==> src/rtl/bool_lut_pkg.sv <==
// Shared constants and width helpers for the programmable Boolean LUT pipeline.
// Index convention for the default table is {c,b,a}.
package bool_lut_pkg;

  // (~a & ~b) | ~c
  localparam logic [7:0] BOOL_TT_DEFAULT = 8'h1F;

  function automatic int TT_W(input int n_in);
    return 32'sd1 <<< n_in;
  endfunction

  function automatic int CH_IDX_W(input int ch);
    return (ch > 32'sd1) ? $clog2(ch) : 32'sd1;
  endfunction

endpackage

==> src/rtl/bool_lut_ch.sv <==
// One channel: shadow/active truth tables, lookup mux and saturating ones counter.
// The active table only changes on commit, so lookups are never disturbed by plain writes.
module bool_lut_ch
  import bool_lut_pkg::*;
#(
  parameter int N_IN  = 3,
  parameter int CNT_W = 16,
  parameter logic [TT_W(N_IN)-1:0] INIT_TT = BOOL_TT_DEFAULT
) (
  input  logic                  clk_i,
  input  logic                  rst_i,
  input  logic                  cfg_we_i,
  input  logic [TT_W(N_IN)-1:0] cfg_tt_i,
  input  logic                  cfg_commit_i,
  input  logic [N_IN-1:0]       idx_i,
  output logic                  result_o,
  input  logic                  out_bit_i,
  input  logic                  out_xfer_i,
  input  logic                  cnt_clr_i,
  output logic [CNT_W-1:0]      ones_cnt_o
);

  localparam int TTW = TT_W(N_IN);
  localparam logic [CNT_W-1:0] CNT_MAX = {CNT_W{1'b1}};

  logic [TTW-1:0]   shadow_q, shadow_d;
  logic [TTW-1:0]   active_q, active_d;
  logic [CNT_W-1:0] cnt_q, cnt_d;

  // Table next state: commit copies the already-updated shadow (write-through).
  always_comb begin
    shadow_d = shadow_q;
    active_d = active_q;
    if (cfg_we_i) begin
      shadow_d = cfg_tt_i;
    end else begin
      shadow_d = shadow_q;
    end
    if (cfg_commit_i) begin
      active_d = shadow_d;
    end else begin
      active_d = active_q;
    end
  end

  // Counter next state: clear dominates, increment saturates.
  always_comb begin
    cnt_d = cnt_q;
    if (cnt_clr_i) begin
      cnt_d = {CNT_W{1'b0}};
    end else if (out_xfer_i && out_bit_i && (cnt_q != CNT_MAX)) begin
      cnt_d = cnt_q + CNT_W'(1'b1);
    end else begin
      cnt_d = cnt_q;
    end
  end

  // Channel state registers.
  always_ff @(posedge clk_i or posedge rst_i) begin
    if (rst_i) begin
      shadow_q <= INIT_TT;
      active_q <= INIT_TT;
      cnt_q    <= {CNT_W{1'b0}};
    end else begin
      shadow_q <= shadow_d;
      active_q <= active_d;
      cnt_q    <= cnt_d;
    end
  end

  assign result_o   = active_q[idx_i];
  assign ones_cnt_o = cnt_q;

endmodule

==> src/rtl/bool_lut_pipe_chk.sv <==
// Output-side flow properties of the LUT pipeline.
module bool_lut_pipe_chk #(
  parameter int CH = 4
) (
  input logic          clk,
  input logic          rst,
  input logic          out_valid,
  input logic          out_ready,
  input logic [CH-1:0] out_data
);

  // A stalled result must stay valid and unchanged until the consumer takes it.
  a_out_hold: assert property (@(posedge clk) disable iff (rst)
    (out_valid && !out_ready) |=> (out_valid && $stable(out_data)));

endmodule

==> src/rtl/bool_lut_pipe.sv <==
// Multi-channel programmable Boolean evaluator with a two-stage valid/ready pipeline.
// Stage A holds raw inputs; the lookup happens on the A->B move, stage B feeds the output.
module bool_lut_pipe
  import bool_lut_pkg::*;
#(
  parameter int N_IN  = 3,
  parameter int CH    = 4,
  parameter int CNT_W = 16,
  parameter logic [TT_W(N_IN)-1:0] INIT_TT = BOOL_TT_DEFAULT
) (
  input  logic                    clk,
  input  logic                    rst,
  input  logic                    in_valid,
  output logic                    in_ready,
  input  logic [CH*N_IN-1:0]      in_data,
  output logic                    out_valid,
  input  logic                    out_ready,
  output logic [CH-1:0]           out_data,
  input  logic                    cfg_we,
  input  logic [CH_IDX_W(CH)-1:0] cfg_ch,
  input  logic [TT_W(N_IN)-1:0]   cfg_tt,
  input  logic                    cfg_commit,
  input  logic                    cnt_clr,
  output logic [CH*CNT_W-1:0]     ones_cnt
);

  localparam int CW = CH_IDX_W(CH);

  logic                 a_valid_q, a_valid_d;
  logic [CH*N_IN-1:0]   a_data_q, a_data_d;
  logic                 b_valid_q, b_valid_d;
  logic [CH-1:0]        b_data_q, b_data_d;
  logic                 a_ready_s, b_ready_s;
  logic                 ab_xfer_s, out_xfer_s;
  logic [CH-1:0]        cfg_hit_s;
  logic [CH-1:0]        lookup_s;

  // Ready chain; out_ready -> in_ready is the only combinational path through the block.
  always_comb begin
    b_ready_s  = ~b_valid_q | out_ready;
    a_ready_s  = ~a_valid_q | b_ready_s;
    ab_xfer_s  = a_valid_q & b_ready_s;
    out_xfer_s = b_valid_q & out_ready;
  end

  // Channel select for config writes; out-of-range indices match nothing.
  always_comb begin
    cfg_hit_s = {CH{1'b0}};
    for (int k = 0; k < CH; k++) begin
      cfg_hit_s[k] = cfg_we && (cfg_ch == CW'(k));
    end
  end

  // Pipeline next state.
  always_comb begin
    a_valid_d = a_valid_q;
    a_data_d  = a_data_q;
    b_valid_d = b_valid_q;
    b_data_d  = b_data_q;
    if (a_ready_s) begin
      a_valid_d = in_valid;
    end else begin
      a_valid_d = a_valid_q;
    end
    if (a_ready_s && in_valid) begin
      a_data_d = in_data;
    end else begin
      a_data_d = a_data_q;
    end
    if (b_ready_s) begin
      b_valid_d = a_valid_q;
    end else begin
      b_valid_d = b_valid_q;
    end
    if (ab_xfer_s) begin
      b_data_d = lookup_s;
    end else begin
      b_data_d = b_data_q;
    end
  end

  // Pipeline registers.
  always_ff @(posedge clk or posedge rst) begin
    if (rst) begin
      a_valid_q <= 1'b0;
      a_data_q  <= {(CH*N_IN){1'b0}};
      b_valid_q <= 1'b0;
      b_data_q  <= {CH{1'b0}};
    end else begin
      a_valid_q <= a_valid_d;
      a_data_q  <= a_data_d;
      b_valid_q <= b_valid_d;
      b_data_q  <= b_data_d;
    end
  end

  for (genvar k = 0; k < CH; k++) begin : g_ch
    bool_lut_ch #(
      .N_IN    (N_IN),
      .CNT_W   (CNT_W),
      .INIT_TT (INIT_TT)
    ) u_ch (
      .clk_i        (clk),
      .rst_i        (rst),
      .cfg_we_i     (cfg_hit_s[k]),
      .cfg_tt_i     (cfg_tt),
      .cfg_commit_i (cfg_commit),
      .idx_i        (a_data_q[k*N_IN +: N_IN]),
      .result_o     (lookup_s[k]),
      .out_bit_i    (b_data_q[k]),
      .out_xfer_i   (out_xfer_s),
      .cnt_clr_i    (cnt_clr),
      .ones_cnt_o   (ones_cnt[k*CNT_W +: CNT_W])
    );
  end

  bool_lut_pipe_chk #(.CH(CH)) u_chk (
    .clk       (clk),
    .rst       (rst),
    .out_valid (b_valid_q),
    .out_ready (out_ready),
    .out_data  (b_data_q)
  );

  assign in_ready  = a_ready_s;
  assign out_valid = b_valid_q;
  assign out_data  = b_data_q;

endmodule

==> config.mk <==
export PLATFORM = sky130hd
export DESIGN_NAME = bool_lut_pipe
export DESIGN_NICKNAME = d
export VERILOG_FILES = /design/src/rtl/bool_lut_pkg.sv /design/src/rtl/bool_lut_ch.sv /design/src/rtl/bool_lut_pipe_chk.sv /design/src/rtl/bool_lut_pipe.sv
export SDC_FILE = /design/constraint.sdc
export NUM_CORES = 1
export LEC_CHECK = 0
export BUFFER_PORTS_ARGS = -buffer_cell sky130_fd_sc_hd__buf_2
export CAP_MARGIN = 20
export CORE_ASPECT_RATIO = 1.5
export CORE_MARGIN = 2
export CORE_UTILIZATION = 35
export CTS_BUF_LIST = sky130_fd_sc_hd__clkbuf_2 sky130_fd_sc_hd__clkbuf_4 sky130_fd_sc_hd__clkbuf_8
export DETAILED_ROUTE_END_ITERATION = 10
export PLACE_DENSITY_LB_ADDON = 0.25
export RECOVER_POWER = 50
export SLEW_MARGIN = 20
export SYNTH_ARGS = -nofsm -noshare
export SYNTH_HDL_FRONTEND = slang
export SYNTH_SLANG_ARGS = --single-unit
==> constraint.sdc <==
create_clock -name clk -period 7.8 [get_ports clk]
set_input_delay 1.56 -clock clk [delete_from_list [all_inputs] [get_ports clk]]
set_output_delay 1.56 -clock clk [all_outputs]
set_load 0.1 [all_outputs]
==> results of run 1 <==
-- kinds of logic (layout without fill, tap and decap cells) --
kind of cell               count (synthesis)  in the layout  synth area share, %
and+or+nand+nor                          201            201                16.65
DFF                                      146            146                53.69
muxes                                     91             91                16.05
xor gates and xnor gates                  51             51                6.476
AOI/OAI and AO/OA                         40             40                4.263
buffers and inverters                     29            137                2.140
adders and majority gates                  4              4               0.7256
-- power breakdown --
group	internal (W)	leakage, nW	total, W	switching (W)
Combinational	0.000117	1.41	0.000319	0.000203
Sequential	0.000882	1.81	0.000939	0.0000577
Clock	0.000394	0.228	0.000683	0.000290
Total	0.00139	3.45	0.00194	0.000550
-- worst paths after layout --
kind	from	to	slack (ns)	cells after the start
worst min register to register	g_ch[3].u_ch.shadow_q[5]	g_ch[3].u_ch.shadow_q[5]	0.49	1
worst max register to register	g_ch[3].u_ch.ones_cnt_o[0]	g_ch[3].u_ch.ones_cnt_o[13]	5.02	6
worst max-delay path	out_ready	in_ready	3.50	3
worst min-delay path	g_ch[3].u_ch.shadow_q[5]	g_ch[3].u_ch.shadow_q[5]	0.49	1
min in group asynchronous	rst	a_data_q[1]	2.02	2
max in group asynchronous	rst	a_data_q[9]	3.80	3
-- synthesized netlist by cell type (all sizes together), types with 9 or more instances --
library cell  number
and4              10
buf               16
dfrtp            106
dfstp             40
mux2              77
nand2             25
nand3             21
nand4             26
nor2              63
nor3              12
nor4               9
o21ai             14
xnor2             31
xor2              20
-- critical path, delay by kind of cell --
| kind | cells | cell delay, ns |
|---|---|---|
| simple gates | 1 | 0.28 |
| buf+inv | 2 | 0.90 |
-- sequential cells by signal, indices dropped and copies added, names as in the netlist --
signal                flops
g_ch.u_ch.ones_cnt_o     64
a_data_q                 12
g_ch.u_ch.shadow_q       32
g_ch.u_ch.active_q       32
out_data                  4
a_valid_q                 1
out_valid                 1
-- final cells by class --
| cell class | instances | area share [%] |
|---|---|---|
| well taps | 256 | 3.996 |
| multi-input cells | 387 | 37.53 |
| clock inverters | 12 | 2.560 |
| repair buffers | 100 | 6.260 |
| inverters | 5 | 0.2498 |
| flip-flops and latches | 146 | 46.21 |
| clock buffers | 20 | 3.200 |
-- through the flow --
step | hold slack (ns) | instance area, um2 | cells | utilization, %
3_5_place_dp | 0.4766 | 7600 | 894 | 39.50
4_1_cts | 0.5009 | 8061 | 926 | 41.90
3_3_place_gp | 0.4620 | 7600 | 894 | 39.50
6_report | 0.4924 | 8015 | 926 | 41.66
2_1_floorplan | 0.4572 | 6898 | 562 | -
5_1_grt | 0.5236 | 8015 | 926 | 41.66
-- per-layer routing --
| metal | wire, um | share of wire [%] |
|---|---|---|
| met1 | 6294 | 42 |
| met2 | 7952 | 53 |
| met3 | 566 | 3.7 |
| met4 | 329 | 2.2 |
| met5 | 0 | 0 |
==> impl_metrics.json, run 1 <==
{
  "first_pass_iters": 5,
  "setup_viol": 0,
  "grt.total_usage_pct": 15.23,
  "power_density_nw_per_um2": 242.3,
  "drt-total-wl_um": 15140,
  "grt_pass1_vias": 4911,
  "critPathLaunchType": "input pin",
  "fmax_mhz": 232.4,
  "period_share_pct": 55.17,
  "wl_per_cell_um": 16.35,
  "fill_cells": 1951,
  "syn_avg_cell_area_um2": 12.27,
  "ys_warn_count": 0,
  "cp_cell_sequence": "clkbuf_1 -> nand3b_1 -> buf_2",
  "cp_max_fo": 12,
  "synthFlopType": "dfrtp_1",
  "worst_slew_pin_slew_ns": 3.154,
  "slew_headroom_pct": -111.4,
  "route.vias.total": 4728,
  "hold_viol_final": 0,
  "async_flop_share_pct": 100.0,
  "io_buffers": 98,
  "syn2layout_area_growth_pct": 16.20,
  "synth_top_area_share_pct": 38.45,
  "layout_commonest_cell": "dfrtp_1",
  "cts_tree": "built",
  "grt_pass1_wl_um": 25190,
  "ys_seq_area_share_pct": 53.69,
  "leakage_nw": 3.450,
  "required_ns": 6.24,
  "core_um2": 19240,
  "grt_max_degree": 75,
  "drc": 0,
  "end_kind": "primary output",
  "finalPower_w": 0.001942,
  "final_nets": 690,
  "fp.dieW_um": 118.6,
  "ctsResizeCount": 0,
  "pre_cts_ws_ns": 3.720,
  "final.min_clock_period_ns": 4.303,
  "cts_buffer_depth": 2,
  "layout-drive-gt1-share_pct": 37.31,
  "syn_nets": 595,
  "ir_drop_mv": 0.1290,
  "yosysTopAreaCell": "dfrtp_1",
  "status": "complete, but fails checks",
  "crit_path_max_incr_delay_ns": 0.47,
  "grtUsageMet3_pct": 3.359,
  "ys_top_cells_by_area": "dfrtp_1 (38%), dfstp_2 (15%), mux2_2 (13%)",
  "crit_slowest_cell": "buf_2",
  "synth_cells": 562,
  "cts_made_buffers": 17,
  "io_pins": 99,
  "multi_input_area_um2": 3008,
  "chipHeight_um": 175.9,
  "insertion_delay_ns": 0.45,
  "h-tree-depth": 4,
  "synth_cell_types": 54,
  "initial_core_util_pct": 35.85,
  "drv_slew": 87,
  "antenna_found_initial": 0,
  "hp-class": "reg -> reg",
  "postCtsHoldBufs": 0,
  "overflow": 0,
  "rows": 62,
  "final_antenna_net_count": 0,
  "worstSetupPathType": "in -> out",
  "rsz0062_at_grt": "no",
  "path_clk_slew_ns": 0.08,
  "cts_root_buf": "clkbuf_8",
  "top_usage_layer": "met2",
  "gp_congestion": 0.8321,
  "drt_iter0_markers": 247,
  "dieArea_um2": 20870,
  "skew_ns": 0.01363,
  "post-cts-setup-buffers": 0,
  "via_per_inst": 5.106,
  "dp.final_hpwl_um": 10430,
  "synth-edff-count": 0,
  "cp_data_arrival_time_ns": 2.74,
  "cts.sinks": 146,
  "seq_area_um2": 3704,
  "worst_slack_ns": 3.497,
  "violations": "max-capacitance violations, max-slew violations",
  "cap_violations": 2,
  "use_met2_pct": 26.77,
  "layout_common_cells": "dfrtp_1 (106), buf_2 (95), nor2_1 (62)",
  "fin_setup_tns_ns": 0,
  "globalRouteMet1Util_pct": 17.91,
  "ys_seq_elements": 146,
  "antenna_cells": 0,
  "syn_area_um2": 6898
}
Note: power is estimated with default switching activity, not from simulation.
==> inputs of run 2 (changes only) <==
==> constraint.sdc (replaced) <==
create_clock -name clk -period 3.6 [get_ports clk]
set_input_delay 0.72 -clock clk [delete_from_list [all_inputs] [get_ports clk]]
set_output_delay 0.72 -clock clk [all_outputs]
set_load 0.1 [all_outputs]
==> run 2 against run 1 <==
Compared with the run above:
- the flow still finishes with violations (max-capacitance violations, max-slew violations)
- clock-buffer cell count unchanged
- sequential share of layout area decreased by 0.094 points
- setup slack got worse by 2.5 ns
- global-route usage decreased by 0.081 points
- die area unchanged
- worst hold slack got worse by 0.0047 ns
- via count increased by 1.3%
- final area increased by 0.20%
- sequential cell count unchanged
==> impl_metrics.json, run 2 (synthesis results as in run 1) <==
{
  "drt-total-wl_um": 15090,
  "cp_data_arrival_time_ns": 2.83,
  "layout_common_cells": "dfrtp_1 (106), buf_2 (97), nor2_1 (62)",
  "worst_slew_pin_slew_ns": 1.628,
  "leakage_nw": 3.444,
  "core_um2": 19240,
  "layout_commonest_cell": "dfrtp_1",
  "hold_viol_final": 0,
  "grt_pass1_vias": 4931,
  "chipHeight_um": 175.9,
  "period_share_pct": 71.77,
  "layout-drive-gt1-share_pct": 38.24,
  "pre_cts_ws_ns": 1.178,
  "critPathLaunchType": "input pin",
  "cts_root_buf": "clkbuf_8",
  "rr_worst_depth": 6,
  "antenna_cells": 0,
  "cts_tree": "built",
  "whs_ns": 0.4877,
  "fmax_mhz": 387.1,
  "rows": 62,
  "power_density_nw_per_um2": 509.5,
  "cts.sinks": 146,
  "crit_path_max_incr_delay_ns": 1.25,
  "worst_slack_ns": 1.016,
  "final.min_clock_period_ns": 2.584,
  "path_clk_slew_ns": 0.07,
  "fin_setup_tns_ns": 0,
  "dieArea_um2": 20870,
  "whs_path_depth": 1,
  "grt_pass1_wl_um": 25080,
  "reg2reg_from": "g_ch[3].u_ch.ones_cnt_o[1]",
  "postCtsHoldBufs": 0,
  "violations": "max-capacitance violations, max-slew violations",
  "crit_slowest_cell": "clkbuf_1",
  "via_per_inst": 5.159,
  "hp-class": "reg -> reg",
  "cp_cell_sequence": "buf_2 -> clkinvlp_2 -> clkbuf_1",
  "grt_max_degree": 69,
  "final_nets": 692,
  "worstSetupPathType": "in -> async",
  "ctsResizeCount": 0,
  "cts_buffer_depth": 2,
  "cap_violations": 1,
  "h-tree-depth": 4,
  "largest_register_ffs": 64,
  "status": "complete, but fails checks",
  "holdCritStartpoint": "a_valid_q",
  "dp.final_hpwl_um": 10700,
  "rrSetupSlack_ns": 1.30,
  "slew_headroom_pct": -8.509,
  "rsz0062_at_grt": "no",
  "skew_ns": 0.01033,
  "gp_congestion": 0.8193,
  "ir_drop_mv": 0.3022,
  "initial_core_util_pct": 35.85,
  "cts_made_buffers": 17,
  "top_usage_layer": "met2",
  "insertion_delay_ns": 0.44,
  "io_pins": 99,
  "fp.dieW_um": 118.6,
  "route.vias.total": 4788,
  "first_pass_iters": 6,
  "antenna_found_initial": 0,
  "final_antenna_net_count": 0,
  "overflow": 0,
  "r2r-end": "g_ch[3].u_ch.ones_cnt_o[13]",
  "cp_max_fo": 32,
  "drt_iter0_markers": 189,
  "end_kind": "async pin",
  "post-cts-setup-buffers": 0,
  "min_to": "out_valid",
  "grt.total_usage_pct": 15.15,
  "setup_viol": 0,
  "globalRouteMet1Util_pct": 18.30,
  "syn2layout_area_growth_pct": 16.43,
  "required_ns": 3.85,
  "io_buffers": 98,
  "drc": 0,
  "grtUsageMet3_pct": 2.875,
  "drv_slew": 33,
  "use_met2_pct": 26.68,
  "wl_per_cell_um": 16.26
}
run 2: area by class of cell:
cell class                      count  area [um2]
Clock buffer                       20       269.0
Clock inverter                     12       152.6
Fill cell                        1903       11210
Inverter                            5       20.02
Multi-Input combinational cell    387        3042
Sequential cell                   146        3704
Tap cell                          256       320.3
Timing Repair Buffer              102       524.3
run 2: critical path: cells and delay by family:
kind	cells	cell delay (ns)
buffers and inverters	3	2.10
run 2: through the flow:
step,area (um2),power (W),utilization (%),cells
6_report,8031,0.004092,41.75,928
5_1_grt,8031,0.004316,41.75,928
4_1_cts,8048,0.004174,41.83,928
3_5_place_dp,7626,0.002792,39.64,896
3_3_place_gp,7626,0.002764,39.64,896
2_1_floorplan,6902,0.002637,-,562
run 2: routing by layer:
| layer | share of wire (%) | routed length, um | up-vias |
|---|---|---|---|
| li1 | - | - | 2229 |
| met1 | 41 | 6211 | 2407 |
| met4 | 1.6 | 244 | 0 |
| met5 | 0 | 0 | - |
| met2 | 53 | 7981 | 131 |
| met3 | 4.3 | 649 | 21 |
run 2: how the worst max path moves through the flow:
stage	from	end	slack, ns	cells after the start
after global routing	rst	a_data_q[11]	0.58	3
after detailed placement	out_ready	in_ready	1.18	3
after floorplan	out_valid	a_data_q[0]	0.49	5
final	rst	a_data_q[11]	1.02	3
after global placement	out_ready	in_ready	1.16	3
after CTS	out_valid	in_ready	1.04	2
run 2: report_power, final:
group | internal [W] | switching, W
Sequential | 0.00191 | 0.000131
Clock | 0.000732 | 0.000621
Combinational | 0.000259 | 0.000440
Total | 0.00290 | 0.00119
